===== src/rtl/timer_pkg.sv =====
// Shared constants and the digit clamp used by the cascaded BCD countdown timer.
package timer_pkg;

    localparam int DIG_W = 4;
    localparam logic [15:0] DIGIT_MOD_MMSS = 16'h6A6A;

    // Out-of-range or non-BCD digits saturate to the largest legal value, MOD-1.
    function automatic logic [DIG_W-1:0] clamp_digit(input logic [DIG_W-1:0] val,
                                                     input logic [DIG_W-1:0] mod);
        return (val >= mod) ? (mod - 4'd1) : val;
    endfunction

endpackage


===== src/rtl/bcd_digit_down.sv =====
// One mod-MOD BCD down-counting digit with clamped parallel load and borrow chaining.
module bcd_digit_down
    import timer_pkg::*;
#(
    parameter logic [DIG_W-1:0] MOD = 4'd10
) (
    input  logic             clk,
    input  logic             clr,
    input  logic             load,
    input  logic [DIG_W-1:0] d,
    input  logic             bin,
    output logic [DIG_W-1:0] q,
    output logic             bout
);

    always_ff @(posedge clk or posedge clr) begin
        if (clr) begin
            q <= '0;
        end else if (load) begin
            q <= clamp_digit(d, MOD);
        end else if (bin) begin
            q <= (q == '0) ? (MOD - 4'd1) : (q - 4'd1);
        end
    end

    assign bout = bin & (q == '0);

endmodule


===== src/rtl/bcd_countdown_timer.sv =====
// Multi-digit cascaded BCD down-counter with saturate-at-zero, done pulse and optional reload.
module bcd_countdown_timer
    import timer_pkg::*;
#(
    parameter int          NDIG      = 4,
    parameter logic [31:0] DIGIT_MOD = 32'(DIGIT_MOD_MMSS),
    parameter int          RELOAD    = 0
) (
    input  logic                  clk,
    input  logic                  clr,
    input  logic                  loadn,
    input  logic                  en,
    input  logic [DIG_W*NDIG-1:0] data,
    output logic [DIG_W*NDIG-1:0] count,
    output logic                  zero,
    output logic                  tc,
    output logic                  done
);

    localparam int W = DIG_W * NDIG;

    logic [NDIG:0] borrow;
    logic          reload_now;
    logic          load_any;
    logic          done_next;

    assign zero       = (count == '0);
    assign tc         = en & zero;
    assign reload_now = (RELOAD != 0) && en && zero;
    assign load_any   = ~loadn | reload_now;
    assign borrow[0]  = en & ~zero & loadn;

    genvar gi;
    generate
        for (gi = 0; gi < NDIG; gi++) begin : g_digit
            bcd_digit_down #(
                .MOD (DIGIT_MOD[gi*DIG_W +: DIG_W])
            ) u_digit (
                .clk  (clk),
                .clr  (clr),
                .load (load_any),
                .d    (data[gi*DIG_W +: DIG_W]),
                .bin  (borrow[gi]),
                .q    (count[gi*DIG_W +: DIG_W]),
                .bout (borrow[gi+1])
            );
        end
    endgenerate

    // Reaching zero by decrement means count was exactly 1; a top borrow would be an underflow.
    assign done_next = borrow[0] & (count == W'(1)) & ~borrow[NDIG];

    always_ff @(posedge clk or posedge clr) begin
        if (clr) begin
            done <= 1'b0;
        end else begin
            done <= done_next;
        end
    end

endmodule

===== config.mk =====
export PLATFORM = sky130hd
export DESIGN_NAME = bcd_countdown_timer
export DESIGN_NICKNAME = d
export VERILOG_FILES = /design/src/rtl/timer_pkg.sv /design/src/rtl/bcd_digit_down.sv /design/src/rtl/bcd_countdown_timer.sv
export SDC_FILE = /design/constraint.sdc
export NUM_CORES = 1
export LEC_CHECK = 0
export ABC_AREA = 1
export BUFFER_PORTS_ARGS = -buffer_cell sky130_fd_sc_hd__buf_2
export CORE_ASPECT_RATIO = 1.25
export CORE_MARGIN = 1
export CORE_UTILIZATION = 50
export CTS_CLUSTER_DIAMETER = 100
export DETAILED_ROUTE_END_ITERATION = 12
export GPL_TIMING_DRIVEN = 1
export HOLD_SLACK_MARGIN = 0.02
export PLACE_DENSITY = 0.83
export SETUP_SLACK_MARGIN = 0.3
export SLEW_MARGIN = 10
export SYNTH_ARGS = -nofsm -noshare
export SYNTH_HDL_FRONTEND = slang
export SYNTH_SLANG_ARGS = --single-unit
export TNS_END_PERCENT = 100

===== constraint.sdc =====
create_clock -name clk -period 1.55 [get_ports clk]
set_input_delay 0.0775 -clock clk [delete_from_list [all_inputs] [get_ports clk]]
set_output_delay 0.0775 -clock clk [all_outputs]
set_load 0.005 [all_outputs]

# --- Word-level counts from Yosys, hierarchy flattened ---
# Index checks and enable logic that the tools add are counted.
op_classes:
  addsub: 4
  n_mux: 16
  eq_ne: 5
  reduce_logical: 5
  bitwise: 11
  n_lt_le_gt_ge: 4
ops:
  columns: ["op", "count"]
  rows:
  - ["two-way mux 4 bit", 16]
  - ["equality test 16 x 1 -> 1 bit (second input constant)", 1]
  - ["logical NOT 16 bit", 1]
  - ["logical NOT 4 bit", 4]
  - ["subtractor 4 x 1 -> 4 bit (second input constant)", 4]
  - ["AND 1 bit", 9]
  - ["greater-or-equal comparator 4 x 3 -> 1 bit (second input constant)", 2]
  - ["greater-or-equal comparator 4 bit (second input constant)", 2]
  - ["!= test 2 x 1 -> 1 bit (second input constant)", 4]
  - ["inverter 1 bit", 2]
totals:
  in_bits: 20
  register_bits: 17
  output_inout_bits: 19

# --- Longest topological paths before layout ---
# Gate-level depths: netlist of run 1.
logic_depth:
  depth_word: 10
  mapped_depth: 9
  depth_no_buf: 9

# --- Cells and area by module ---
# Synthesis of run 1 repeated with hierarchy kept, for this count alone.
unflattened:
  cells_unflattened: 194
  hier_area_um2: 1187.4
modules_own_cells:
  columns: ["mod", "instances", "cells_per_inst", "area_each_um2"]
  rows:
  - ["bcd_digit_down (g_digit[0].u_digit ...)", 2, 44, 275.3]
  - ["bcd_digit_down (g_digit[1].u_digit ...)", 2, 37, 244.0]
  - ["bcd_countdown_timer", 1, 32, 148.9]

# --- Least setup slack after synthesis of run 1 ---
# No wires, ideal clock.
synth_path:
  path_type: "reg-to-reg"
  startpoint: "reg g_digit[0].u_digit.q[3]"
  endpoint: "reg g_digit[0].u_digit.q[3]"
  setup_slack_ps: 240
  stages_incl_launch_ff: 9
  t_required_ps: 1426
  setup_time_ps: 124
  t_arrival_ps: 1186
  path_buffers: 0
  path_cell_list: "dfrtp_1 -> nor2_2 -> nand2_2 -> nor2_8 -> nand2_4 -> nand2_4 -> nand2_8 -> o211ai_1 -> nand2_1"
synth_between:
  elab_chain_len: 5
  elab_cells_between_ends: 10
  cone_classes: "add/sub: 1; eq/ne: 1; mux: 3; bitwise: 3; reduce/logical: 2"
synth_lines:
  columns: ["item", "line_no", "text"]
  rows:
  - ["start, declared", "bcd_digit_down.sv:12", "output logic [DIG_W-1:0] q,"]
  - ["start signal, assigned", "bcd_digit_down.sv:20", "q <= clamp_digit(d, MOD);"]
  - ["start signal, assigned", "bcd_digit_down.sv:22", "q <= (q == '0) ? (MOD - 4'd1) : (q - 4'd1);"]
  - ["parallel branches: the longest is 5 deep, another holds subtractor 4 x 1 -> 4 bit", null, null]
# Parallel ways; which one is timed is not known. The select of a mux whose other input is x is not followed.
# A chain may end at the register's enable or synchronous reset.

# --- Final worst setup path of run 1 ---
layout_path:
  startpoint: "reg g_digit[2].u_digit.q[3]"
  endpoint: "out tc"
layout_between:
  elab_chain_len: 2
layout_lines:
  columns: ["item", "line_no", "text"]
  rows:
  - ["start, declared", "bcd_digit_down.sv:12", null]
  - ["start signal, assigned", "bcd_digit_down.sv:20", null]
  - ["start signal, assigned", "bcd_digit_down.sv:22", null]
  - ["logical NOT 16 bit", "bcd_countdown_timer.sv:27", "assign zero = (count == '0);"]
  - ["AND 1 bit", "bcd_countdown_timer.sv:28", "assign tc = en & zero;"]
  - ["end, declared", "bcd_countdown_timer.sv:16", "output logic tc,"]
# Every way passes these cells.

==> results.toml, run 1 <==
[die]
die_y_um = 57.0
io-pin-count = 39
start_util = 0.541
die-area_um2 = 2620
die_w_um = 46.0
rows = 19
core-area_um2 = 2230

[global_routing]
antenna_found_initial = 0
grt_pass1_vias = 1344
gr-total-overflow = 0
use_met1 = 0.303
grt_pass1_wl_um = 5460
track_usage = 0.279
grt_start_max_net_pins = 18
use_met2 = 0.515
busiest_layer = "met2"
gr-usage-met3 = 0.0253

[routing]
avgViaCountPerCell = 5.38
wl_per_cell_um = 13.4
vias = 1400
drt_first_pass_iters = 4
dr.first_iter.drc_count = 82
postRouteAntennaNets = 0
route.detailed.drc = 0
wl_um = 3500

[layout]
post-route-cell-area_um2 = 1750
diodes = 0
nets = 250
syn2layout_area_growth_pct = 45.0
stdcell_count = 260
layout-drive-gt1-share = 0.454

[power_and_ir_drop]
ir_drop_mv = 0.738
p_per_area_nw_per_um2 = 970
power_leakage_nw = 0.956

[setup_path]
crit_path_end_kind = "primary output"
critPathKind = "register to primary output"
cp_max_fo = 4
slowest_delay_ns = 0.43
cp.arrival_ns = 1.43
worstPathCellList = "nor2_2, nand2_4, nor2_4, nand2_4, nor2_1, buf_2"
crit_buf_inv = 1
cp_common_cell = "nand2_4"
cp_top_family = "simple AND/OR/NAND/NOR gates"
critPathRequiredTime_ns = 1.47
start_kind = "register"
crit_slowest_cell = "dfrtp_1"

[synth]
synthArstFlopShare = 1.00
yosys.area.top_type = "dfrtp_1"
synth.area.top_cells = "dfrtp_1 (35%), nand2_1 (11%), inv_1 (6.8%), nor2_1 (5.9%), o21ai_0 (5.0%)"
synth_edf_count = 0
synth_cell_types = 28
ys_seq_area_frac = 0.352
syn_nets = 184
synth.most_common_cell = "nand2_1"
synth_top_area_share = 0.352
ys.flop_type = "dfrtp_1"
synth_common_cells = "nand2_1 (34), inv_1 (22), nor2_1 (19)"
postSynthAreaPerCell_um2 = 7.37
syn_inst = 164
synth-seq-cells = 17
syn_area_um2 = 1210
yosysWarnings = 0

[sta]
fmax_mhz = 663
rsz0062_at_grt = "true"
setup_viol = 0
setup_ws_ns = 0.0422
slew_viol_final = 0
hold_viol = 0
worst_slew_pin_slew_ns = 0.677
max-slew-margin-rel = 0.548
worst_hold_slack_ns = 0.0902
fin_skew_ns = 0.00142
fin_crit_ns = 1.51
fin_crit_sh = 0.973

[placed_design]
place.port_buffers = 38
place_hpwl_um = 2110
place_area_um2 = 1430
post-place-cells = 231
place_ws_ns = 0.160
gp_congestion = 0.845

[clocking]
path_clk_slew_ns = 0.10
htree_levels = 1
clock_latency_ns = 0.30
clockBufferDepth = 2
cts_tree = "yes"
cts_made_buffers = 3
root_buffer = "clkbuf_4"
cts_num_sinks = 17

[min_path]
hold_path.class = "input port to register"

[run_status]
outcome = "completed"

[flow_run]
drv_cap = 0
worst paths after layout:
path,endpoint,slack [ns],depth (start not counted),from
setup / recovery,tc,0.04,6,g_digit[2].u_digit.q[3]
hold / removal,g_digit[2].u_digit.q[0],0.09,5,data[8]
setup reg to reg,g_digit[3].u_digit.q[1],0.10,8,g_digit[2].u_digit.q[3]
hold reg to reg,g_digit[1].u_digit.q[3],0.59,2,g_digit[1].u_digit.q[3]
max in group asynchronous,g_digit[0].u_digit.q[0],0.67,3,clr
min in group asynchronous,g_digit[1].u_digit.q[2],0.41,3,clr
flip-flops by register name, summed over array words and instances (netlist names):
| signal | cells |
|---|---|
| done | 1 |
| g_digit.u_digit.q | 16 |
cell type report:
| class | instances | area [um^2] |
|---|---|---|
| well taps | 31 | 38.8 |
| repair buffers | 63 | 384 |
| multi-input cells | 123 | 792 |
| flip-flops and latches | 17 | 429 |
| fillers | 170 | 482 |
| inverters | 22 | 82.6 |
| clock buffers | 4 | 26.3 |
cells by family (layout without fill, tap and decap cells):
kind of cell | after synthesis | count (layout) | share of synthesized area
and+or+nand+nor | 87 | 88 | 0.393
AOI/OAI and AO/OA | 34 | 34 | 0.163
buffers and inverters | 25 | 89 | 0.0849
DFF | 17 | 17 | 0.352
xor gates and xnor gates | 1 | 1 | 0.00725
power by group:
group | leakage, nW | internal, mW | switching (mW)
Clock | 0.0150 | 0.100 | 0.148
Combinational | 0.729 | 0.393 | 0.451
Sequential | 0.213 | 0.516 | 0.0897
routing by layer:
metal  part of all wire  routed length, um
met1               0.37               1280
met2               0.54               1890
met3              0.069                240
met4              0.024                 85
met5                  0                  0
through the flow:
stage	util	setup TNS (ns)	power, mW
final	0.784	0	1.70
after global routing	0.784	-0.0360	1.79
after CTS	0.739	0	1.56
after detailed placement	0.641	0	1.16
after global placement	0.641	0	1.14
after floorplan	-	0	0.988
timing repair:
action                                  CTS  global route
gates cloned                              1             0
pin swaps                                14             8
buffers inserted                         17             6
hold buffers                              1             0
resized for setup                        13            14
hold endpoints to repair                 17             0
endpoints found under the setup margin   19            19
layout by cell type (no fill, tap or decap), types with 5 or more instances in the layout:
cell     synthesis  layout
nand3_1         11      11
a21oi_1          8       8
nor2_4           2       5
buf_2            1      38
nand2_1         34      29
dfrtp_1         17      14
inv_1           22      21
buf_4            2      23
nand2_2          6       5
nor2_1          19      15
o21ai_2          3       5
o21ai_0         12      12
nand2_4          3      10
worst reg2reg max path, cell delays in order (launching register included):
cell and delay (ns):
dfrtp_1 0.43, nor2_2 0.18, nand2_4 0.09, nor2_4 0.15
inv_1 0.12, nand4_4 0.16, nand2_4 0.08, nand3_1 0.07
nand2_1 0.06
(Power assumes the default switching activity.)
==> run 2: changes to the inputs <==
--- a/config.mk
+++ b/config.mk
@@ -15,7 +15,7 @@
 export GPL_TIMING_DRIVEN = 1
 export HOLD_SLACK_MARGIN = 0.02
 export PLACE_DENSITY = 0.83
-export SETUP_SLACK_MARGIN = 0.3
+export SETUP_SLACK_MARGIN = 0.2
 export SLEW_MARGIN = 10
 export SYNTH_ARGS = -nofsm -noshare
 export SYNTH_HDL_FRONTEND = slang
==> run 2 against run 1 <==
Global-route usage rose by 0.87 points. Final cell count rose by 1.9%. Clock power down 5%. Utilization increased by 0.39 points. Total power down 2.1%. First-iteration DRC count fell by 27%. Via count is 0.93% lower. Maximum frequency increased by 4.5%. Die area is the same. Sequential power fell by 3.5%. Largest power group unchanged. Wire length fell by 4.9%. Non-clock buffer count grew 5.
==> results.toml, run 2 (synthesis gave the netlist of run 1 again) <==
[die]
die-area_um2 = 2620
core-area_um2 = 2230
die_y_um = 57.0
start_util = 0.541
io-pin-count = 39
rows = 19
die_w_um = 46.0

[sta]
slew_viol_final = 0
max-slew-margin-rel = 0.553
hold_viol = 0
fmax_mhz = 693
rsz0062_at_grt = "true"
fin_setup_tns_ns = 0
setup_viol = 0
fin_crit_ns = 1.44
worst_slew_pin_slew_ns = 0.669
worst_hold_slack_ns = 0.101
fin_crit_sh = 0.931
fin_skew_ns = 0.00670

[layout]
reg_top3 = "g_digit.u_digit.q: 16 flops, done: 1 flops"
layout_common_cells = "buf_2 (38), nand2_1 (29), buf_4 (29)"
syn2layout_area_growth_pct = 45.8
diodes = 0
layout-drive-gt1-share = 0.466
n_fill_cell = 164
nets = 255
regMostFlops = "g_digit.u_digit.q"
mostFrequentLayoutCell = "buf_2"
largest_reg_flops = 16

[power_and_ir_drop]
pwr-share-seq = 0.351
clkPwrFrac = 0.143
power_leakage_nw = 0.972
power_frac_comb = 0.506
ir_drop_mv = 0.869
switching_share = 0.396
p_per_area_nw_per_um2 = 944
p_switching_mw = 0.658
intPower_mw = 1.00

[routing]
wl_per_cell_um = 12.5
drt_first_pass_iters = 4
route.detailed.drc = 0
vias = 1387
wl_um = 3330
postRouteAntennaNets = 0
dr.first_iter.drc_count = 60
avgViaCountPerCell = 5.23

[clocking]
root_buffer = "clkbuf_4"
clock_latency_ns = 0.29
htree_levels = 1
cts_tree = "yes"
path_clk_slew_ns = 0.10
clockBufferDepth = 2
cts_made_buffers = 3
cts_num_sinks = 17

[setup_path]
cp_common_cell = "nor2_2"
cp.arrival_ns = 1.36
start_kind = "register"
critPathRequiredTime_ns = 1.47
worstPathCellList = "nor2_2, nand2_2, nor2_4, nand2_4, nor2_2, buf_2"
crit_path_end_kind = "primary output"
cp_top_family = "simple AND/OR/NAND/NOR gates"
critPathKind = "register to primary output"
cp_max_fo = 4
crit_slowest_cell = "dfrtp_1"
crit_buf_inv = 1
slowest_delay_ns = 0.41

[global_routing]
grt_pass1_wl_um = 5610
gr-total-overflow = 0
antenna_found_initial = 0
grt_pass1_vias = 1339
track_usage = 0.287
grt_start_max_net_pins = 18

[min_path]
hold_path.class = "input port to register"

[placed_design]
place.port_buffers = 38
place_hpwl_um = 2080
gp_congestion = 0.858

[flow_run]
drv_cap = 0

[run_status]
outcome = "completed"
run 2: cell count changes in the layout (fill, tap and decap cells not counted), sizes merged:
cell	previous run	this run
buf	62	67
run 2: repair_timing:
| item | in CTS | in global routing |
|---|---|---|
| pin swaps | 10 | 14 |
| hold buffers | 1 | 0 |
| resized for setup | 7 | 20 |
| gates cloned | 1 | 0 |
| setup buffers | 19 | 8 |
| setup endpoints to repair | 19 | 19 |
| endpoints found under the hold margin | 17 | 0 |
run 2: tightest hold or removal path: cells and delay by family:
family        cells  cell delay (ns)
simple gates      4             0.19
buf+inv           1             0.07
run 2: through the flow:
stage	area (um^2)	utilization	setup slack (ns)	total power, mW	std cells
CTS	1640	0.733	0.0944	1.53	257
detailed placement	1430	0.641	0.0917	1.16	232
floorplan	1210	-	0.240	0.982	164
global route	1760	0.788	0.0276	1.78	265
global placement	1430	0.641	0.132	1.13	232
finish	1760	0.788	0.108	1.66	265
run 2: power groups by stage:
| stage | Sequential (mW) | Clock [mW] | Combinational [mW] |
|---|---|---|---|
| 6_report | 0.585 | 0.237 | 0.841 |
| 3_3_place_gp | 0.609 | 0 | 0.525 |
| 3_5_place_dp | 0.616 | 0 | 0.540 |
| 2_1_floorplan | 0.609 | 0 | 0.373 |
| 4_1_cts | 0.570 | 0.239 | 0.722 |
| 5_1_grt | 0.592 | 0.268 | 0.918 |
run 2: metal layers:
layer	vias up	global-route usage	wire length, um
met5	-	0	0
met4	0	0.139	61
met3	6	0.0506	124
met2	38	0.473	1710
met1	660	0.349	1430
li1	683	-	-
run 2: path summary, 6_finish.rpt:
| path | startpoint | end | slack, ns | cells past startpoint |
|---|---|---|---|---|
| hold / removal | data[8] | g_digit[2].u_digit.q[0] | 0.10 | 5 |
| hold reg to reg | g_digit[2].u_digit.q[2] | g_digit[2].u_digit.q[2] | 0.62 | 2 |
| max in group asynchronous | clr | g_digit[0].u_digit.q[1] | 0.67 | 3 |
| min in group asynchronous | clr | g_digit[0].u_digit.q[0] | 0.41 | 3 |
| setup / recovery | g_digit[3].u_digit.q[1] | tc | 0.11 | 6 |
| setup reg to reg | g_digit[1].u_digit.q[0] | g_digit[3].u_digit.q[1] | 0.15 | 8 |
run 2: cell type report:
class | count | area, um^2 | area share
Clock buffer | 4 | 26.3 | 0.0149
Tap cell | 31 | 38.8 | 0.0220
Timing Repair Buffer | 68 | 418 | 0.237
Sequential cell | 17 | 428 | 0.243
Multi-Input combinational cell | 123 | 768 | 0.436
Inverter | 22 | 82.6 | 0.0469
